File: config.mk
export PLATFORM = sky130hd
export DESIGN_NAME = io_ram_serial_tx
export DESIGN_NICKNAME = d
export VERILOG_FILES = /design/src/rtl/lzw_io_pkg.sv /design/src/rtl/io_baud_tick.sv /design/src/rtl/io_ram_serial_tx.sv
export SDC_FILE = /design/constraint.sdc
export NUM_CORES = 1
export LEC_CHECK = 0
export ABC_AREA = 1
export ABC_CLOCK_PERIOD_IN_PS = 3100
export BUFFER_PORTS_ARGS = -buffer_cell sky130_fd_sc_hd__buf_4
export CAP_MARGIN = 0
export CORE_MARGIN = 2
export CORE_UTILIZATION = 50
export DETAILED_ROUTE_END_ITERATION = 10
export MAX_ROUTING_LAYER = met4
export PLACE_DENSITY_LB_ADDON = 0.25
export SETUP_SLACK_MARGIN = 0.15
export SYNTH_ARGS = -nofsm -noshare
export SYNTH_HDL_FRONTEND = slang
export SYNTH_HIERARCHICAL = 1
export SYNTH_SLANG_ARGS = --single-unit
File: constraint.sdc
create_clock -name clk -period 3.1 [get_ports clk]
set_input_delay 0.155 -clock clk [delete_from_list [all_inputs] [get_ports clk]]
set_output_delay 0.155 -clock clk [all_outputs]
set_load 0.005 [all_outputs]
File: src/rtl/lzw_io_pkg.sv
`default_nettype none
// ============================================================================
// Module      : lzw_io_pkg
// Description : Shared constants and state encoding for the LZW I/O RAM
//               serial-side blocks. The PARITY state exists only when
//               IO_RAM_TX_PARITY_EN is defined.
// Revision    : 1.0 - initial release
// ============================================================================
package lzw_io_pkg;

    localparam int IO_RAM_ADDR_W      = 12;
    localparam int IO_RAM_DEPTH       = 4096;
    localparam int IO_DEFAULT_CLK_DIV = 434;   // 50 MHz / 115200 baud
    localparam int IO_BAUD_CNT_W      = 16;    // holds CLK_DIV-1 up to 65534

`ifdef IO_RAM_TX_PARITY_EN
    typedef enum logic [2:0] {
        ST_IDLE   = 3'd0,
        ST_FETCH  = 3'd1,
        ST_LATCH  = 3'd2,
        ST_START  = 3'd3,
        ST_DATA   = 3'd4,
        ST_PARITY = 3'd5,
        ST_STOP   = 3'd6,
        ST_FIN    = 3'd7
    } tx_state_t;
`else
    typedef enum logic [2:0] {
        ST_IDLE   = 3'd0,
        ST_FETCH  = 3'd1,
        ST_LATCH  = 3'd2,
        ST_START  = 3'd3,
        ST_DATA   = 3'd4,
        ST_STOP   = 3'd6,
        ST_FIN    = 3'd7
    } tx_state_t;
`endif

endpackage
`default_nettype wire

File: src/rtl/io_baud_tick.sv
`default_nettype none
// ============================================================================
// Module      : io_baud_tick
// Description : Loadable down-counter producing the bit-end strobe. A load
//               sets the count to CLK_DIV-1; while enabled it counts down and
//               tick is high in the cycle the count is zero.
// Revision    : 1.0 - initial release
// ============================================================================
module io_baud_tick #(
    parameter int CLK_DIV = 434,
    parameter int CNT_W   = 16
) (
    input  logic clk,
    input  logic rst_n,
    input  logic load,
    input  logic enable,
    output logic tick
);

    localparam logic [CNT_W-1:0] RELOAD = CNT_W'(CLK_DIV - 1);

    logic [CNT_W-1:0] count;

    // Reload on request, otherwise count down to zero and stay there.
    always_ff @(posedge clk or negedge rst_n) begin
        if (!rst_n) begin
            count <= '0;
        end else if (load) begin
            count <= RELOAD;
        end else if (enable && (count != '0)) begin
            count <= count - CNT_W'(1);
        end
    end

    assign tick = enable && (count == '0);

endmodule
`default_nettype wire

File: src/rtl/io_ram_serial_tx.sv
`default_nettype none
// ============================================================================
// Module      : io_ram_serial_tx
// Description : Reads byte_len bytes from the I/O RAM starting at start_addr
//               and sends each one LSB-first as an asynchronous 8N1 frame on
//               txd. Addresses wrap modulo the RAM size.
//               Optional macro IO_RAM_TX_PARITY_EN adds an even parity bit
//               (8E1 framing).
// Revision    : 1.0 - initial release
// ============================================================================
module io_ram_serial_tx
    import lzw_io_pkg::*;
#(
    parameter int CLK_DIV = IO_DEFAULT_CLK_DIV,
    parameter int ADDR_W  = IO_RAM_ADDR_W,
    parameter int DATA_W  = 8
) (
    input  logic              clk,
    input  logic              rst_n,
    input  logic              start,
    input  logic [ADDR_W-1:0] start_addr,
    input  logic [ADDR_W:0]   byte_len,
    output logic              ram_en,
    output logic              ram_wr,
    output logic [ADDR_W-1:0] ram_addr,
    input  logic [DATA_W-1:0] ram_rd_data,
    output logic              txd,
    output logic              busy,
    output logic              done
);

    localparam logic [ADDR_W:0] LEN_ONE = (ADDR_W + 1)'(1);

    tx_state_t         state;
    logic [ADDR_W-1:0] addr;
    logic [ADDR_W:0]   remaining;
    logic [DATA_W-1:0] shift_reg;
    logic [2:0]        bit_cnt;
    logic              baud_load;
    logic              baud_enable;
    logic              bit_end;
`ifdef IO_RAM_TX_PARITY_EN
    logic              parity_bit;
`endif

    // Timed states run the baud counter; it is reloaded on entry to every
    // timed state (from LATCH, or at the end of the previous bit).
    always_comb begin
        baud_enable = (state == ST_START) || (state == ST_DATA) || (state == ST_STOP);
`ifdef IO_RAM_TX_PARITY_EN
        baud_enable = baud_enable || (state == ST_PARITY);
`endif
        baud_load   = (state == ST_LATCH) || bit_end;
    end

    io_baud_tick #(
        .CLK_DIV (CLK_DIV),
        .CNT_W   (IO_BAUD_CNT_W)
    ) u_baud_tick (
        .clk     (clk),
        .rst_n   (rst_n),
        .load    (baud_load),
        .enable  (baud_enable),
        .tick    (bit_end)
    );

    // Transfer sequencer with registered RAM strobe, serial line and status.
    always_ff @(posedge clk or negedge rst_n) begin
        if (!rst_n) begin
            state     <= ST_IDLE;
            addr      <= '0;
            remaining <= '0;
            shift_reg <= '0;
            bit_cnt   <= '0;
            txd       <= 1'b1;
            busy      <= 1'b0;
            done      <= 1'b0;
            ram_en    <= 1'b0;
`ifdef IO_RAM_TX_PARITY_EN
            parity_bit <= 1'b0;
`endif
        end else begin
            done   <= 1'b0;
            ram_en <= 1'b0;
            case (state)
                ST_IDLE: begin
                    if (start) begin
                        busy <= 1'b1;
                        if (byte_len != '0) begin
                            addr      <= start_addr;
                            remaining <= byte_len;
                            ram_en    <= 1'b1;
                            state     <= ST_FETCH;
                        end else begin
                            done  <= 1'b1;
                            state <= ST_FIN;
                        end
                    end
                end
                // RAM is enabled during this cycle; data arrives next cycle
                // while the address is held for the RAM output mux.
                ST_FETCH: begin
                    state <= ST_LATCH;
                end
                ST_LATCH: begin
                    shift_reg <= ram_rd_data;
`ifdef IO_RAM_TX_PARITY_EN
                    parity_bit <= ^ram_rd_data;
`endif
                    txd       <= 1'b0;
                    state     <= ST_START;
                end
                ST_START: begin
                    if (bit_end) begin
                        txd     <= shift_reg[0];
                        bit_cnt <= '0;
                        state   <= ST_DATA;
                    end
                end
                ST_DATA: begin
                    if (bit_end) begin
                        shift_reg <= shift_reg >> 1;
                        if (bit_cnt == 3'd7) begin
`ifdef IO_RAM_TX_PARITY_EN
                            txd   <= parity_bit;
                            state <= ST_PARITY;
`else
                            txd   <= 1'b1;
                            state <= ST_STOP;
`endif
                        end else begin
                            bit_cnt <= bit_cnt + 3'd1;
                            txd     <= shift_reg[1];
                        end
                    end
                end
`ifdef IO_RAM_TX_PARITY_EN
                ST_PARITY: begin
                    if (bit_end) begin
                        txd   <= 1'b1;
                        state <= ST_STOP;
                    end
                end
`endif
                ST_STOP: begin
                    if (bit_end) begin
                        remaining <= remaining - LEN_ONE;
                        addr      <= addr + ADDR_W'(1);
                        if (remaining == LEN_ONE) begin
                            done  <= 1'b1;
                            state <= ST_FIN;
                        end else begin
                            ram_en <= 1'b1;
                            state  <= ST_FETCH;
                        end
                    end
                end
                ST_FIN: begin
                    busy  <= 1'b0;
                    state <= ST_IDLE;
                end
                default: begin
                    state <= ST_IDLE;
                end
            endcase
        end
    end

    assign ram_addr = addr;
    assign ram_wr   = 1'b0;

endmodule
`default_nettype wire

==> flow_summary_export.csv, run 1 <==
group,metric,value,unit
worst_setup_path,reg2reg_from,"state[1]",
clocking,clk_path_buf_depth,2,
logic_synthesis,synth_area_leaders,"dfrtp_1, nand2_1, nor2_1",
logic_synthesis,yosys.area.top_type_share,37.1,%
place,place.gp.congestion,0.986,
grt,grt_pass1_vias,3693,
worst_setup_path,cp_common_cell,"nand2_1",
die,core,7650,um2
worst_setup_path,worst-path-max-fanout,26,
sta,slew_headroom,50.7,%
layout,largest_reg_flops,16,
flow_run,cap_violations,0,
sta,setup_ws,482,ps
drt,drcViolationCount,0,
clocking,cts_sinks,59,
sta,slew_violations,0,
clocking,ctsHtreeMaxLevel,3,
logic_synthesis,synth-seq-cells,59,
layout,final_common_cell,"nand2_1",
power_and_ir_drop,vdd_ir_drop_max,0.223,mV
worst_setup_path,r2r_slack,480,ps
worst_setup_path,arrival,2880,ps
clocking,worstSkewPairLatency,350,ps
logic_synthesis,synth_top_area_cell,"dfrtp_1",
clocking,clk_pin_slew_worst_paths,70,ps
place,dp_hpwl,6500,um
die,die_h,92.5,um
clocking,cts_root_buffer,"clkbuf_8",
sta,clock-skew-final,16.6,ps
min_path,worstHoldStart,"ram_rd_data[4]",
layout,regArea,1480,um2
min_path,holdPathEnd,"shift_reg[4]",
sta,fin_crit_sh,84.5,%
grt,track_usage,23.5,%
worst_setup_path,worstRegToRegCells,15,
sta,finalCriticalPeriod,2620,ps
layout,finalNetCount,692,
logic_synthesis,synth_area_per_cell,6.53,um2
sta,worst_slew_pin_slew,739,ps
die,num_rows,32,
place,dp_worst_setup_slack,231,ps
logic_synthesis,ys_types,35,
sta,max_freq,0.382,GHz
layout,num_antenna_cells,0,
logic_synthesis,ys_warn_count,6,
layout,drive_gt1_share,15.3,%
layout,multi_input_area,2100,um2
power_and_ir_drop,leakage,2.41,nW
die,die-width,92.5,um
clocking,numCtsBuffers,9,
layout,syn2layout_area_growth,16.1,%
status,status,"finished, final reports clean",
worst_setup_path,critPathMaxStageDelay,430,ps
layout,layout_common_cells,"nand2_1, nor2_1, inv_1",
grt,grt_pass1_wl,15700,um
logic_synthesis,ys_seq_area_share,37.8,%
grt,grt_max_degree,60,
worst_setup_path,worst_path_max_delay_cell,"dfrtp_1",
drt,wirelength,9080,um
logic_synthesis,syn_nets,641,
die,io_pins,53,
drt,drt-pass1-iter-count,5,
worst_setup_path,worst_ep_required_time,3360,ps
die,die_area,8550,um2
layout,top_register,"u_baud_tick/count",
min_path,hold_path.class,"input pin to flip-flop",
worst_setup_path,worstSetupPathType,"flip-flop to flip-flop",
worst_setup_path,crit_buf_inv,4,
worst_setup_path,crit_family,"simple AND/OR/NAND/NOR gates",
min_path,whs_path_depth,3,
layout,fillers,739,
drt,post_drt_wl_per_cell,12.0,um
place,port_buffers,51,
sta,hold_viol,0,
logic_synthesis,netlist_area,3910,um2
clocking,cts_tree,"yes",
drt,ant_nets,0,
grt,grt_antenna_before_repair,0,
drt,first_iter_violations,217,
grt,overflow,0,
worst_setup_path,crit_chain,"nor2_1 -> nand2_1 -> nand2_1 -> nor2_1 -> inv_1 -> inv_1 -> nor2_2 -> inv_1 -> nand3_1 -> nand2_1 -> nor2_4 -> nand2_4 -> inv_6 -> nand2_1 -> o21ai_1",
worst_setup_path,cp-start-kind,"flip-flop",
sta,fin_setup_tns,0,ps
drt,num_vias,3914,
sta,rsz0062_at_grt,"no",
power_and_ir_drop,powerDensity,325,nW/um2
drt,vias_per_cell,5.17,
die,start_util,51.2,%
worst_setup_path,reg2reg_to,"ram_addr[3]",
sta,setup_viol,0,
logic_synthesis,postSynthCellCount,599,
worst_setup_path,end_kind,"flip-flop",
==> cell families (layout without fill, tap and decap cells) <==
| group | count (synthesis) | count (layout) | share of synthesized area, % |
|---|---|---|---|
| compound gates | 53 | 53 | 7.48 |
| xor+xnor | 3 | 3 | 0.671 |
| fa+ha+maj | 6 | 6 | 1.92 |
| buf+inv | 83 | 139 | 8.89 |
| flops | 59 | 59 | 37.8 |
| other cells | 1 | 1 | 0.0958 |
| simple gates | 394 | 394 | 43.2 |
==> layer usage <==
layer	vias up	wire (um)	track usage (%)
met1	1786	4050	28.9
met2	113	4300	37.7
met4	0	223	10.1
met3	18	508	5.04
met5	-	0	-
li1	1997	-	-
==> timing repair <==
item / in CTS / in global routing
hold buffers: 1 / 0
gates resized for setup: 0 / 3
setup endpoints to repair: 0 / 24
endpoints found under the hold margin: 58 / 0
setup buffers: 0 / 0
==> worst reg2reg max path, delay by kind of cell (launching register included) <==
kind                   cells  cell delay (ps)
and+or+nand+nor           10             1420
buffers and inverters      4              620
DFF                        1              430
AOI/OAI and AO/OA          1               80
==> synthesized netlist by cell type, drive strengths merged <==
master  count
nand3      50
conb        1
nor3        2
o21ai      43
nand2     238
buf        10
dfrtp      58
dfstp       1
xor2        2
inv        70
nand3b      4
o21bai      1
nor2       76
or2         7
clkbuf      3
o211ai      7
and2        1
a21oi       2
ha          6
nand4      16
xnor2       1
==> final cells by class <==
cell class	instances	share of cell area [%]
Multi-Input combinational cell	457	46.1
Sequential cell	59	32.5
Timing Repair Buffer	53	8.81
Inverter	70	6.00
Clock buffer	11	3.11
Tap cell	102	2.81
Clock inverter	5	0.661
==> worst max-delay path by stage <==
stage                         from      endpoint  slack, ps  cells after the start
after CTS                 state[1]   ram_addr[3]        220                     15
after global routing      state[1]   ram_addr[3]        190                     15
after floorplan           state[0]  ram_addr[11]        680                     17
final                     state[1]   ram_addr[3]        480                     15
after detailed placement  state[1]  remaining[1]        230                     15
after global placement    state[1]   ram_addr[7]        390                     15
==> where the power goes <==
| part | total, W | switching, W | leakage [nW] | internal (W) |
|---|---|---|---|---|
| sequential | 0.000777 | 0.00000160 | 0.736 | 0.000775 |
| combinational | 0.0000780 | 0.0000376 | 1.59 | 0.0000404 |
| clock | 0.000621 | 0.000314 | 0.0851 | 0.000307 |
==> per-stage QoR <==
stage                     total power, W  instance area (um2)  instances  utilization [%]  hold slack (ps)
after floorplan                 0.000814                 3910        599                -             -141
after global placement          0.000869                 4350        740             56.9              281
after detailed placement        0.000869                 4350        740             56.9              275
after CTS                        0.00149                 4540        757             59.3             63.2
after global routing             0.00153                 4550        757             59.4             80.8
final                            0.00148                 4550        757             59.4             68.2
(Power assumes the default switching activity.)
==> run 2: changes to the inputs <==
Settings changed: ABC_AREA 1 to 0, ABC_CLOCK_PERIOD_IN_PS 3100 to 2190.
Clock period 3.1 ns to 2.19 ns, I/O delays scaled along.
==> run 2 against run 1 <==
Global-route usage increased by 3.4 points; clock skew fell by 6.2 ps; critical endpoint is now remaining[11]; hold slack lost 43 ps; register-to-register slack got worse by 420 ps; largest cell class unchanged; die area down 8.3%; largest power group unchanged; sequential power increased by 110%; via count shrank 4.9%; core utilization grew 12 points.
==> flow_summary_export.csv, run 2 <==
group,metric,value,unit
status,status,"finished, final reports clean",
worst_setup_path,worstSetupPathType,"flip-flop to flip-flop",
sta,whs,24.8,ps
logic_synthesis,netlist_area,3570,um2
logic_synthesis,ys_warn_count,6,
grt,grt_antenna_before_repair,0,
logic_synthesis,synth_top_area_cell,"dfrtp_1",
sta,clock-skew-final,10.4,ps
layout,final_cells,598,
sta,hold_viol,0,
die,die_area,7840,um2
layout,drive_gt1_share,35.9,%
grt,overflow,0,
clocking,cts_sinks,59,
sta,setup_viol,0,
layout,largest_reg_flops,16,
layout,num_antenna_cells,0,
place,place.gp.congestion,0.916,
logic_synthesis,synth_area_leaders,"dfrtp_1, a21oi_1, nand3_1",
logic_synthesis,ys_seq_area_share,41.3,%
drt,post_drt_wl_per_cell,17.0,um
die,core,6870,um2
logic_synthesis,postSynthCellCount,404,
layout,layout_common_cells,"buf_4, dfrtp_1, a21oi_1",
logic_synthesis,yosys.area.top_type_share,40.6,%
logic_synthesis,synth_edf_count,0,
logic_synthesis,synth_area_per_cell,8.85,um2
logic_synthesis,synth_most_common_cell,"dfrtp_1",
power_and_ir_drop,p_sw,0.00135,W
min_path,hold_path.class,"input pin to flip-flop",
power_and_ir_drop,internal_power,0.00249,W
layout,regArea,1480,um2
clocking,numCtsBuffers,9,
grt,grt_pass1_vias,3332,
die,die-width,88.6,um
worst_setup_path,end_kind,"flip-flop",
logic_synthesis,synth-seq-cells,59,
clocking,ctsHtreeMaxLevel,3,
power_and_ir_drop,seqPwrFrac,43.6,%
place,dp_worst_setup_slack,59.4,ps
flow_run,cap_violations,0,
clocking,cts_tree,"yes",
sta,worst_slew_pin_slew,766,ps
layout,top_register,"u_baud_tick/count",
sta,slew_headroom,49.0,%
sta,max_freq,0.470,GHz
grt,grt_pass1_wl,15900,um
worst_setup_path,cp-start-kind,"flip-flop",
drt,num_vias,3722,
worst_setup_path,arrival,2360,ps
logic_synthesis,postSynth.asyncResetShare,100,%
worst_setup_path,worst_ep_required_time,2430,ps
layout,finalNetCount,539,
sta,slew_violations,0,
clocking,worstSkewPairLatency,350,ps
drt,ant_nets,0,
drt,drt-pass1-iter-count,5,
place,dp_hpwl,6370,um
clocking,clk_pin_slew_worst_paths,70,ps
layout,final_common_cell,"buf_4",
drt,vias_per_cell,6.22,
power_and_ir_drop,swShare,35.2,%
logic_synthesis,synthTopCellsByCount,"dfrtp_1, a21oi_1, nor2_1",
layout,syn2layout_area_growth,37.3,%
die,num_rows,30,
logic_synthesis,synth_flop_cell,"dfrtp_1",
place,dpl.cell_count,558,
grt,grt_max_degree,60,
die,start_util,52.0,%
power_and_ir_drop,powerDensity,783,nW/um2
drt,drcViolationCount,0,
sta,setup_ws,64.6,ps
power_and_ir_drop,combPwrFrac,32.1,%
logic_synthesis,syn_nets,446,
die,io_pins,53,
place,port_buffers,51,
sta,fin_crit_sh,97.1,%
clocking,clk_path_buf_depth,2,
sta,finalCriticalPeriod,2130,ps
power_and_ir_drop,clockPowerShare,24.3,%
power_and_ir_drop,leakage,1.99,nW
die,die_h,88.6,um
layout,multi_input_area,2200,um2
layout,fillers,532,
logic_synthesis,ys_types,62,
grt,track_usage,26.9,%
power_and_ir_drop,vdd_ir_drop_max,0.756,mV
clocking,cts_root_buffer,"clkbuf_8",
worst_setup_path,worst-path-max-fanout,7,
sta,rsz0062_at_grt,"yes",
drt,wirelength,10100,um
drt,first_iter_violations,202,
[run 2: cell types whose count changed after synthesis, moves of 11 or more]
| cell | before | now |
|---|---|---|
| nand3_1 | 50 | 24 |
| clkbuf_1 | 3 | 18 |
| a21oi_1 | 1 | 43 |
| nor2_1 | 67 | 30 |
| o21ai_1 | 11 | 0 |
| nand2_1 | 232 | 27 |
| nor4_1 | 0 | 11 |
| inv_1 | 63 | 13 |
| mux2i_1 | 0 | 11 |
| a31oi_1 | 0 | 15 |
[run 2: final cells by class]
class | instances | area share [%]
Clock buffer | 14 | 3.52
Sequential cell | 59 | 30.1
Clock inverter | 2 | 0.204
Tap cell | 96 | 2.45
Inverter | 14 | 1.10
Timing Repair Buffer | 107 | 17.9
Multi-Input combinational cell | 306 | 44.7
[run 2: kinds of logic (layout without fill, tap and decap cells)]
kind of cell	after synthesis	in the layout	share of synthesized area (%)
fa+ha+maj	6	6	2.10
compound gates	133	133	23.9
other cells	1	1	0.105
buf+inv	41	137	5.04
flops	59	59	41.3
mux	11	11	3.08
simple gates	153	155	24.4
[run 2: repair_timing]
| item | CTS | global route |
|---|---|---|
| gates cloned | 4 | 1 |
| endpoints found under the hold margin | 58 | 0 |
| setup buffers | 4 | 14 |
| resized for setup | 18 | 30 |
| hold buffers | 1 | 0 |
| endpoints found under the setup margin | 34 | 44 |
| pin swaps | 5 | 18 |
[run 2: path summary, 6_finish.rpt]
check | startpoint | to | slack, ps | cells past startpoint
worst max-delay path | state[2] | remaining[11] | 60 | 11
worst min-delay path | start_addr[1] | ram_addr[1] | 20 | 3
worst max register to register | state[2] | remaining[11] | 60 | 11
worst min register to register | bit_cnt[0] | bit_cnt[0] | 500 | 1
max in group asynchronous | rst_n | u_baud_tick/count[1] | 1260 | 2
min in group asynchronous | rst_n | remaining[3] | 380 | 2
[run 2: stage by stage]
step                utilization, %  total power [W]  TNS [ps]  instance area [um2]
global placement              63.0          0.00277         0                 4330
finish                        71.5          0.00384         0                 4910
detailed placement            63.0          0.00281         0                 4330
CTS                           68.1          0.00377         0                 4680
floorplan                        -          0.00232     -3590                 3730
global route                  71.5          0.00409      -186                 4910
[run 2: worst max-delay path, stage by stage, from the launching register on]
cell and delay (ps):
dfrtp_1 410, nand2b_4 170, o21ai_4 150, and4bb_2 270, nand2_2 80, nor2_4 120, nand3_2 120, a21oi_4 170
buf_12 160, buf_8 130, o211ai_1 100, o2bb2ai_2 140
[run 2: power by group through the flow]
stage	clock [W]	combinational (W)	sequential (W)
final	0.000936	0.00123	0.00167
after floorplan	0	0.000736	0.00158
after detailed placement	0	0.00115	0.00167
after CTS	0.000949	0.00117	0.00165
after global placement	0	0.00112	0.00165
after global routing	0.00100	0.00137	0.00172
[run 2: layer usage]
layer	wire length [um]	global-route usage, %	vias up
met5	0	-	-
met4	125	9.64	0
met3	726	5.50	11
met2	4860	40.7	174
met1	4430	35.8	1801
li1	-	-	1736
==> run 3: changes to the inputs <==
Settings changed: MAX_ROUTING_LAYER met4 to unset.
==> run 3 against run 2 <==
Cell count unchanged; via count up 0.46%; count of clock-buffer cells in the layout unchanged; critical path type unchanged; sequential power about the same; first-iteration DRC count up 4.5%.
==> flow_summary_export.csv, run 3 (synthesis gave the netlist of run 2 again) <==
group,metric,value,unit
status,status,"finished, final reports clean",
layout,num_antenna_cells,0,
sta,hold_viol,0,
sta,clock-skew-final,11.2,ps
worst_setup_path,worst-path-max-fanout,7,
worst_setup_path,cp-startpoint,"state[2]",
worst_setup_path,reg2reg_from,"state[2]",
layout,layout_common_cells,"buf_4, dfrtp_1, a21oi_1",
clocking,numCtsBuffers,9,
place,port_buffers,51,
layout,final_cell_area,4910,um2
grt,grt_antenna_before_repair,0,
layout,drive_gt1_share,35.9,%
sta,max_freq,0.472,GHz
drt,num_vias,3739,
sta,slew_headroom,48.7,%
grt,grt_pass1_wl,15900,um
die,die_h,88.6,um
place,dpl-instance-area,4330,um2
layout,final_cells,598,
clocking,ctsHtreeMaxLevel,3,
grt,track_usage,26.2,%
die,core,6870,um2
clocking,cts_sinks,59,
clocking,worstSkewPairLatency,350,ps
drt,wirelength,10200,um
power_and_ir_drop,leakage,1.99,nW
place,dpl.cell_count,558,
die,start_util,52.0,%
drt,drcViolationCount,0,
place,dp_worst_setup_slack,59.4,ps
worst_setup_path,arrival,2360,ps
drt,ant_nets,0,
die,die-width,88.6,um
sta,finalCriticalPeriod,2120,ps
drt,first_iter_violations,211,
die,io_pins,53,
sta,slew_violations,0,
drt,vias_per_cell,6.25,
worst_setup_path,cp-start-kind,"flip-flop",
min_path,worstHoldStart,"start_addr[1]",
layout,largest_reg_flops,16,
layout,syn2layout_area_growth,37.3,%
sta,rsz0062_at_grt,"yes",
place,dp_hpwl,6370,um
sta,setup_ws,69.9,ps
grt,grt_pass1_vias,3326,
clocking,clk_path_buf_depth,2,
die,num_rows,30,
layout,final_common_cell,"buf_4",
clocking,clk_pin_slew_worst_paths,70,ps
power_and_ir_drop,powerDensity,785,nW/um2
layout,top_register,"u_baud_tick/count",
die,die_area,7840,um2
grt,overflow,0,
layout,final_util,71.5,%
drt,drt-pass1-iter-count,5,
place,place.gp.congestion,0.901,
sta,worst_slew_pin_slew,769,ps
drt,post_drt_wl_per_cell,17.0,um
power_and_ir_drop,vdd_ir_drop_max,0.759,mV
sta,fin_crit_sh,96.8,%
clocking,cts_tree,"yes",
sta,setup_viol,0,
worst_setup_path,worstSetupPathType,"flip-flop to flip-flop",
worst_setup_path,worst_ep_required_time,2430,ps
min_path,hold_path.class,"input pin to flip-flop",
clocking,cts_root_buffer,"clkbuf_8",
layout,finalNetCount,539,
worst_setup_path,end_kind,"flip-flop",
grt,grt_max_degree,60,
flow_run,cap_violations,0,
power_and_ir_drop,p_total,0.00385,W
run 3: area by class of cell:
| cell class | count | area (um2) |
|---|---|---|
| Clock buffer | 14 | 173 |
| Timing Repair Buffer | 107 | 877 |
| Clock inverter | 2 | 10.0 |
| Inverter | 14 | 53.8 |
| Sequential cell | 59 | 1480 |
| Tap cell | 96 | 120 |
| Fill cell | 532 | 1960 |
| Multi-Input combinational cell | 306 | 2200 |
run 3: path summary, 6_finish.rpt:
path	endpoint	slack (ps)	cells after the start
setup / recovery	remaining[11]	70	11
hold / removal	ram_addr[1]	20	3
setup reg to reg	remaining[11]	70	11
hold reg to reg	bit_cnt[0]	510	1
max in group asynchronous	u_baud_tick/count[1]	1250	2
min in group asynchronous	remaining[3]	380	2
run 3: per-layer routing:
metal	GRT usage, %	share of wire [%]	vias to the layer above
li1	-	-	1736
met1	35.9	43	1808
met2	40.7	47	179
met3	6.06	7.6	16
met4	9.64	1.6	0
met5	0	0	-
run 3: stage by stage:
| step | setup TNS (ps) | hold WS, ps |
|---|---|---|
| after floorplan | -3590 | -186 |
| after global placement | 0 | 236 |
| after detailed placement | 0 | 232 |
| after CTS | 0 | 18.7 |
| after global routing | -190 | 26.5 |
| final | 0 | 24.0 |
run 3: power by group:
group / leakage (nW) / total [W] / internal [W] / switching [W]
combinational: 1.19 / 0.00124 / 0.000638 / 0.000599
sequential: 0.704 / 0.00167 / 0.00135 / 0.000318
clock: 0.0965 / 0.000945 / 0.000501 / 0.000444
run 3: worst max-delay path: stages, from the launching register on:
cell	delay [ps]
dfrtp_1	410
nand2b_4	170
o21ai_4	150
and4bb_2	270
nand2_2	80
nor2_4	120
nand3_2	110
a21oi_4	170
buf_12	160
buf_8	130
o211ai_1	100
o2bb2ai_2	140
run 3: what timing repair did:
action                                  CTS  global route
gates resized for setup                  18            30
endpoints found under the setup margin   34            44
cloned                                    4             1
hold buffers                              1             0
pin swaps                                 5            18
buffers inserted                          4            14
endpoints found under the hold margin    58             0
